==> src/rtl/cmos_nvram_arbiter.sv <==
// Williams-2 CMOS nibble RAM shared between the game CPU and the HPS.
// HPS transfers hold the CPU, stream bytes, then hand the RAM back.
module cmos_nvram_arbiter #(
  parameter int ADDR_W       = 10,
  parameter int DEPTH        = 1024,
  parameter int HOLD_TIMEOUT = 4096
) (
  input  logic              clock_12,
  input  logic              reset,
  input  logic [ADDR_W-1:0] cpu_addr,
  input  logic [3:0]        cpu_din,
  input  logic              cpu_cs,
  input  logic              cpu_we,
  output logic [3:0]        cpu_dout,
  output logic              cpu_hold,
  input  logic              cpu_hold_ack,
  input  logic              hps_download,
  input  logic              hps_upload,
  input  logic              hps_wr,
  input  logic              hps_rd,
  input  logic [15:0]       hps_addr,
  input  logic [7:0]        hps_din,
  output logic [7:0]        hps_dout,
  output logic              hps_wait,
  output logic              dirty,
  output logic              timeout
);

  localparam int TW = $clog2(HOLD_TIMEOUT) + 1;

  typedef enum logic [2:0] {
    IDLE,
    HOLD_REQ,
    XFER_LOAD,
    XFER_DUMP,
    RELEASE
  } state_t;

  state_t state, state_nxt;

  logic [3:0]        mem [DEPTH];
  logic [TW-1:0]     timer;
  logic              up_lock;
  logic              up_req;
  logic              any_req;
  logic              tmo_hit;
  logic              start_hold;
  logic              force_xfer;
  logic              dump_done;
  logic              cpu_ok;
  logic              hps_ok;
  logic              cpu_wr;
  logic              hps_wr_ok;
  logic              ram_we;
  logic [ADDR_W-1:0] ram_addr;
  logic [3:0]        ram_wdata;
  logic [3:0]        ram_rdata;
  logic              hold_nxt;
  logic              unused_hi;

  assign unused_hi = ^hps_din[7:4];

  // Upload is locked out after a simultaneous request until both lines drop
  assign up_req  = hps_upload & ~up_lock;
  assign any_req = hps_download | up_req;
  assign tmo_hit = (timer == TW'(HOLD_TIMEOUT - 1));

  assign cpu_ok = {{(32-ADDR_W){1'b0}}, cpu_addr} < 32'(DEPTH);
  assign hps_ok = {16'h0, hps_addr} < 32'(DEPTH);

  always_comb begin
    state_nxt  = state;
    start_hold = 1'b0;
    force_xfer = 1'b0;
    dump_done  = 1'b0;
    unique case (state)
      IDLE: begin
        if (any_req) begin
          state_nxt  = HOLD_REQ;
          start_hold = 1'b1;
        end
      end
      HOLD_REQ: begin
        if (!any_req) begin
          state_nxt = RELEASE;
        end else if (cpu_hold_ack || tmo_hit) begin
          state_nxt  = hps_download ? XFER_LOAD
                                    : XFER_DUMP;
          force_xfer = ~cpu_hold_ack;
        end
      end
      XFER_LOAD: begin
        if (!hps_download) state_nxt = RELEASE;
      end
      XFER_DUMP: begin
        if (!hps_upload) begin
          state_nxt = RELEASE;
          dump_done = 1'b1;
        end
      end
      RELEASE: state_nxt = IDLE;
      default: state_nxt = IDLE;
    endcase
  end

  assign hold_nxt = (state_nxt == HOLD_REQ)  ||
                    (state_nxt == XFER_LOAD) ||
                    (state_nxt == XFER_DUMP);

  always_ff @(posedge clock_12 or posedge reset) begin
    if (reset) state <= IDLE;
    else       state <= state_nxt;
  end

  assign cpu_wr    = (state == IDLE) & cpu_cs & cpu_we & cpu_ok;
  assign hps_wr_ok = (state == XFER_LOAD) & hps_wr & hps_ok;

  // One address port: HPS owns it during transfers, CPU otherwise
  assign ram_we    = cpu_wr | hps_wr_ok;
  assign ram_addr  = ((state == XFER_LOAD) || (state == XFER_DUMP))
                   ? hps_addr[ADDR_W-1:0] : cpu_addr;
  assign ram_wdata = (state == XFER_LOAD) ? hps_din[3:0] : cpu_din;
  assign ram_rdata = mem[ram_addr];

  always_ff @(posedge clock_12) begin
    if (ram_we) mem[ram_addr] <= ram_wdata;
  end

  always_ff @(posedge clock_12 or posedge reset) begin
    if (reset) begin
      cpu_hold <= 1'b0;
      hps_wait <= 1'b0;
      timer    <= '0;
      timeout  <= 1'b0;
      dirty    <= 1'b0;
      up_lock  <= 1'b0;
      cpu_dout <= 4'h0;
      hps_dout <= 8'h00;
    end else begin
      cpu_hold <= hold_nxt;
      hps_wait <= (state_nxt == HOLD_REQ);

      if (start_hold)
        timer <= '0;
      else if (state == HOLD_REQ)
        timer <= timer + 1'b1;

      if (start_hold)
        timeout <= 1'b0;
      else if (force_xfer)
        timeout <= 1'b1;

      if (cpu_wr)
        dirty <= 1'b1;
      else if (dump_done)
        dirty <= 1'b0;

      if (!hps_download && !hps_upload)
        up_lock <= 1'b0;
      else if (start_hold && hps_download && hps_upload)
        up_lock <= 1'b1;

      if ((state == IDLE) && cpu_cs)
        cpu_dout <= cpu_ok ? ram_rdata : 4'h0;

      if ((state == XFER_DUMP) && hps_rd)
        hps_dout <= hps_ok ? {4'h0, ram_rdata} : 8'h00;
    end
  end

endmodule

==> config.mk <==
export PLATFORM = sky130hd
export DESIGN_NAME = cmos_nvram_arbiter
export DESIGN_NICKNAME = d
export VERILOG_FILES = /design/src/rtl/cmos_nvram_arbiter.sv
export SDC_FILE = /design/constraint.sdc
export NUM_CORES = 2
export LEC_CHECK = 0
export BUFFER_PORTS_ARGS = -buffer_cell sky130_fd_sc_hd__buf_4
export CAP_MARGIN = 5
export CORE_UTILIZATION = 40
export DETAILED_ROUTE_END_ITERATION = 8
export SYNTH_ARGS = -nofsm -noshare
export SYNTH_HDL_FRONTEND = slang
export SYNTH_SLANG_ARGS = --single-unit
==> constraint.sdc <==
create_clock -name clock_12 -period 21.9 [get_ports clock_12]
set_clock_uncertainty 0.1 [all_clocks]
set_input_delay 5.475 -clock clock_12 [delete_from_list [all_inputs] [get_ports clock_12]]
set_output_delay 5.475 -clock clock_12 [all_outputs]
set_load 0.01 [all_outputs]
==> results.ini <==
[status]
outcome = finished, final reports clean

[worst_setup_path]
crit_chain = buf_4, nor4bb_1, a31o_4, buf_4, buf_4, buf_4, buf_4, a221oi_1, o22ai_1, o41ai_1, a41oi_1, a2111oi_0, buf_4, and4_1, a21oi_1
cp-endpoint = cpu_dout[3]$_DFFE_PP0P_
cp_num_buf_inv = 6
cp_slowest_cell = buf_4
crit_top_cell = buf_4
reg2reg_depth = 14
path_depth = 15
critPathMaxStageDelay_ps = 820
crit_family = buffers and inverters
rrSetupSlack_ps = 14090
r2r-end = hps_dout[3]$_DFFE_PP0P_
timing.rr.start = state[1]$_DFF_PP0_
crit_path_start_kind = input pin
crit_path_end_kind = register
critPathRequiredTime_ps = 22670
crit_type = input pin to register
worstPathArrival_ps = 12090
critPathMaxFanout = 72
crit_path_start = hps_addr[0]

[routing]
first_pass_iters = 5
vias = 88566
drcViolationCount = 0
vias_per_cell = 6.14
drt_iter0_markers = 11106
wire_per_inst_um = 29.9
ant_nets = 0
routed_wirelength_mm = 432

[finish]
seq_area_um2 = 124000
nNetsFinal = 8971
multi_input_area_um2 = 28400
final_layout_size_suffix_gt1_share_pct = 10.2
stdcell_count = 14433
area_growth_pct = 11.9
fill_cells = 32570

[synthesis]
avgSynthCellArea_um2 = 17.2
synth_cell_types = 57
syn-cell-area_um2 = 155000
yosys-top-cells-area = edfxtp_1 (79%), a22o_1 (5.4%), a221oi_1 (5.4%)
ys_seq_elements = 4125
synth_top_flop_cell = edfxtp_1
ys_async_sr_fraction_pct = 0.703
synthCells = 9009
yosysTopAreaCellShare_pct = 79.2
synthTopCellsByCount = edfxtp_1 (4096), nor2_1 (1064), a22o_1 (960), a221oi_1 (956), o22ai_1 (493)
synth-edff-count = 4096
yosysMostFrequentCell = edfxtp_1
synth_top_cell_by_area = edfxtp_1
yosysWarningCount = 0
yosysSeqAreaShare_pct = 79.7

[sta]
fin_setup_tns_ps = 0
relSlewSlack_pct = 4.89
worst_pin_slew_ps = 1410
setup-violations-final = 0
fin_crit_ps = 11330
drv_slew = 0
max_freq_mhz = 88.3
rsz0062_at_grt = false
hold_viol = 0
fin_crit_sh_pct = 51.7

[placement]
place_congestion = 0.824
place_hpwl_mm = 241
dp.cells = 13693
port_buffers = 54

[worst_hold_path]
hp-class = register to register

[power]
power.share.switching_pct = 28.0
p_clk_share_pct = 34.8
power.leakage_nw = 52.6
power_density_nw_per_um2 = 111
p_seq_share_pct = 47.7
p_int_w = 0.0138
p_switching_w = 0.00537
comb_power_share_pct = 17.5
ir_drop_uv = 92.4

[global_routing]
grtUsageTotal_pct = 21.5
grt_start_max_net_pins = 216
grt_pass1_wl_mm = 616
grt_overflow_total = 0
antenna_found_initial = 21
grt_pass1_vias = 86691

[clock_network]
clk_pin_slew_ps = 60
cts_buffer_depth = 4
cts_resized = 0
holdBufCountCts = 0
cts_htree_levels = 5
cts_setup_buffers = 0
tritoncts = built
root_buffer = clkbuf_16
insertion_delay_ps = 980
cts_buffers = 403
cts_sinks = 4125

[floorplanning]
dieArea_um2 = 391000
die_w_um = 625
ios = 63
rows = 228
initial_core_util_pct = 40.2
die_h_um = 625
core_area_um2 = 386000

[run]
drv_cap = 0

-- routing by layer --
metal	track usage, %	share of wire (%)
met5	0	0.018
met1	29.7	40
met3	3.39	9.0
met2	34.5	47
met4	7.65	3.8
-- layout make-up --
class                      instances  area share (%)
antenna                            6         0.00864
clock buffer                     484            6.04
clock inverter                   250            1.24
inverter                          12          0.0259
multi-input combinational       4084            16.3
sequential                      4125            71.2
tap                             5175            3.73
timing repair buffer             297            1.41
-- through the flow --
stage | instance area (um^2) | power [W] | hold WS, ps | setup WS (ps) | util, %
after detailed placement | 161000 | 0.0127 | 383 | 9650 | 41.7
after floorplan | 155000 | 0.0116 | 373 | 7730 | -
after global routing | 174000 | 0.0197 | 411 | 10350 | 45.0
after CTS | 174000 | 0.0192 | 397 | 10670 | 45.0
after global placement | 161000 | 0.0126 | 402 | 9800 | 41.7
final | 174000 | 0.0192 | 387 | 10570 | 45.0
-- power by group through the flow --
stage / logic [W] / clock network [W] / registers [W]
floorplan: 0.00202 / 0 / 0.00957
global placement: 0.00330 / 0 / 0.00932
detailed placement: 0.00334 / 0 / 0.00932
CTS: 0.00335 / 0.00674 / 0.00915
global route: 0.00355 / 0.00703 / 0.00915
finish: 0.00337 / 0.00668 / 0.00915
-- worst register-to-register path: stages, from the launching register on --
cell,delay (ps)
dfrtp_1,960
nand2b_4,540
a31o_4,590
buf_4,420
buf_4,560
buf_4,550
buf_4,500
a221oi_1,600
o22ai_1,170
o41ai_1,760
a41oi_1,570
a2111oi_0,540
buf_4,240
and4_1,450
o21ai_1,130
-- state kept, by name, summed over array words and instances (netlist names) --
| name | cells |
|---|---|
| cpu_hold | 1 |
| hps_wait | 1 |
| mem | 4096 |
| hps_dout | 4 |
| state | 3 |
| timeout | 1 |
| cpu_dout | 4 |
| up_lock | 1 |
| dirty | 1 |
| timer | 13 |
-- layout by cell type (no fill, tap or decap), drive strengths merged, types with 4 or more instances in the layout --
cell,count
edfxtp,4096
nor2,1064
a22o,960
a221oi,960
o22ai,493
clkbuf,484
buf,297
clkinv,191
a22oi,128
nand2,99
a21oi,97
o41ai,95
nor4,48
bufinv,29
dfrtp,29
inv,22
clkinvlp,20
nand4,17
o21ai,11
a31oi,10
nand3,8
xor2,7
or3,7
diode,6
nor3,6
mux2,6
mux2i,6
nand2b,5
and2,4
nor4bb,4
nand3b,4
a41oi,4
conb,4
a31o,4
-- how the worst min path moves through the flow --
stage / start / cells past startpoint / endpoint
after floorplan: up_lock$_DFFE_PP0P_ / 2 / up_lock$_DFFE_PP0P_
after CTS: hps_dout[2]$_DFFE_PP0P_ / 2 / hps_dout[2]$_DFFE_PP0P_
after global placement: hps_dout[1]$_DFFE_PP0P_ / 2 / hps_dout[1]$_DFFE_PP0P_
after global routing: hps_dout[2]$_DFFE_PP0P_ / 2 / hps_dout[2]$_DFFE_PP0P_
final: hps_dout[2]$_DFFE_PP0P_ / 2 / hps_dout[2]$_DFFE_PP0P_
after detailed placement: hps_dout[2]$_DFFE_PP0P_ / 2 / hps_dout[2]$_DFFE_PP0P_
-- cell families (layout without fill, tap and decap cells) --
kind of cell,Yosys count,in the layout,synth area share [%]
buffers and inverters,803,1043,2.35
xor gates and xnor gates,7,7,0.0395
AOI/OAI and AO/OA,2777,2777,14.5
muxes,12,12,0.0870
and+or+nand+nor,1283,1283,3.32
DFF,4125,4125,79.7
adders and majority gates,1,1,0.00806
other,1,10,0.00242
Power figures use the tool's default switching activity.
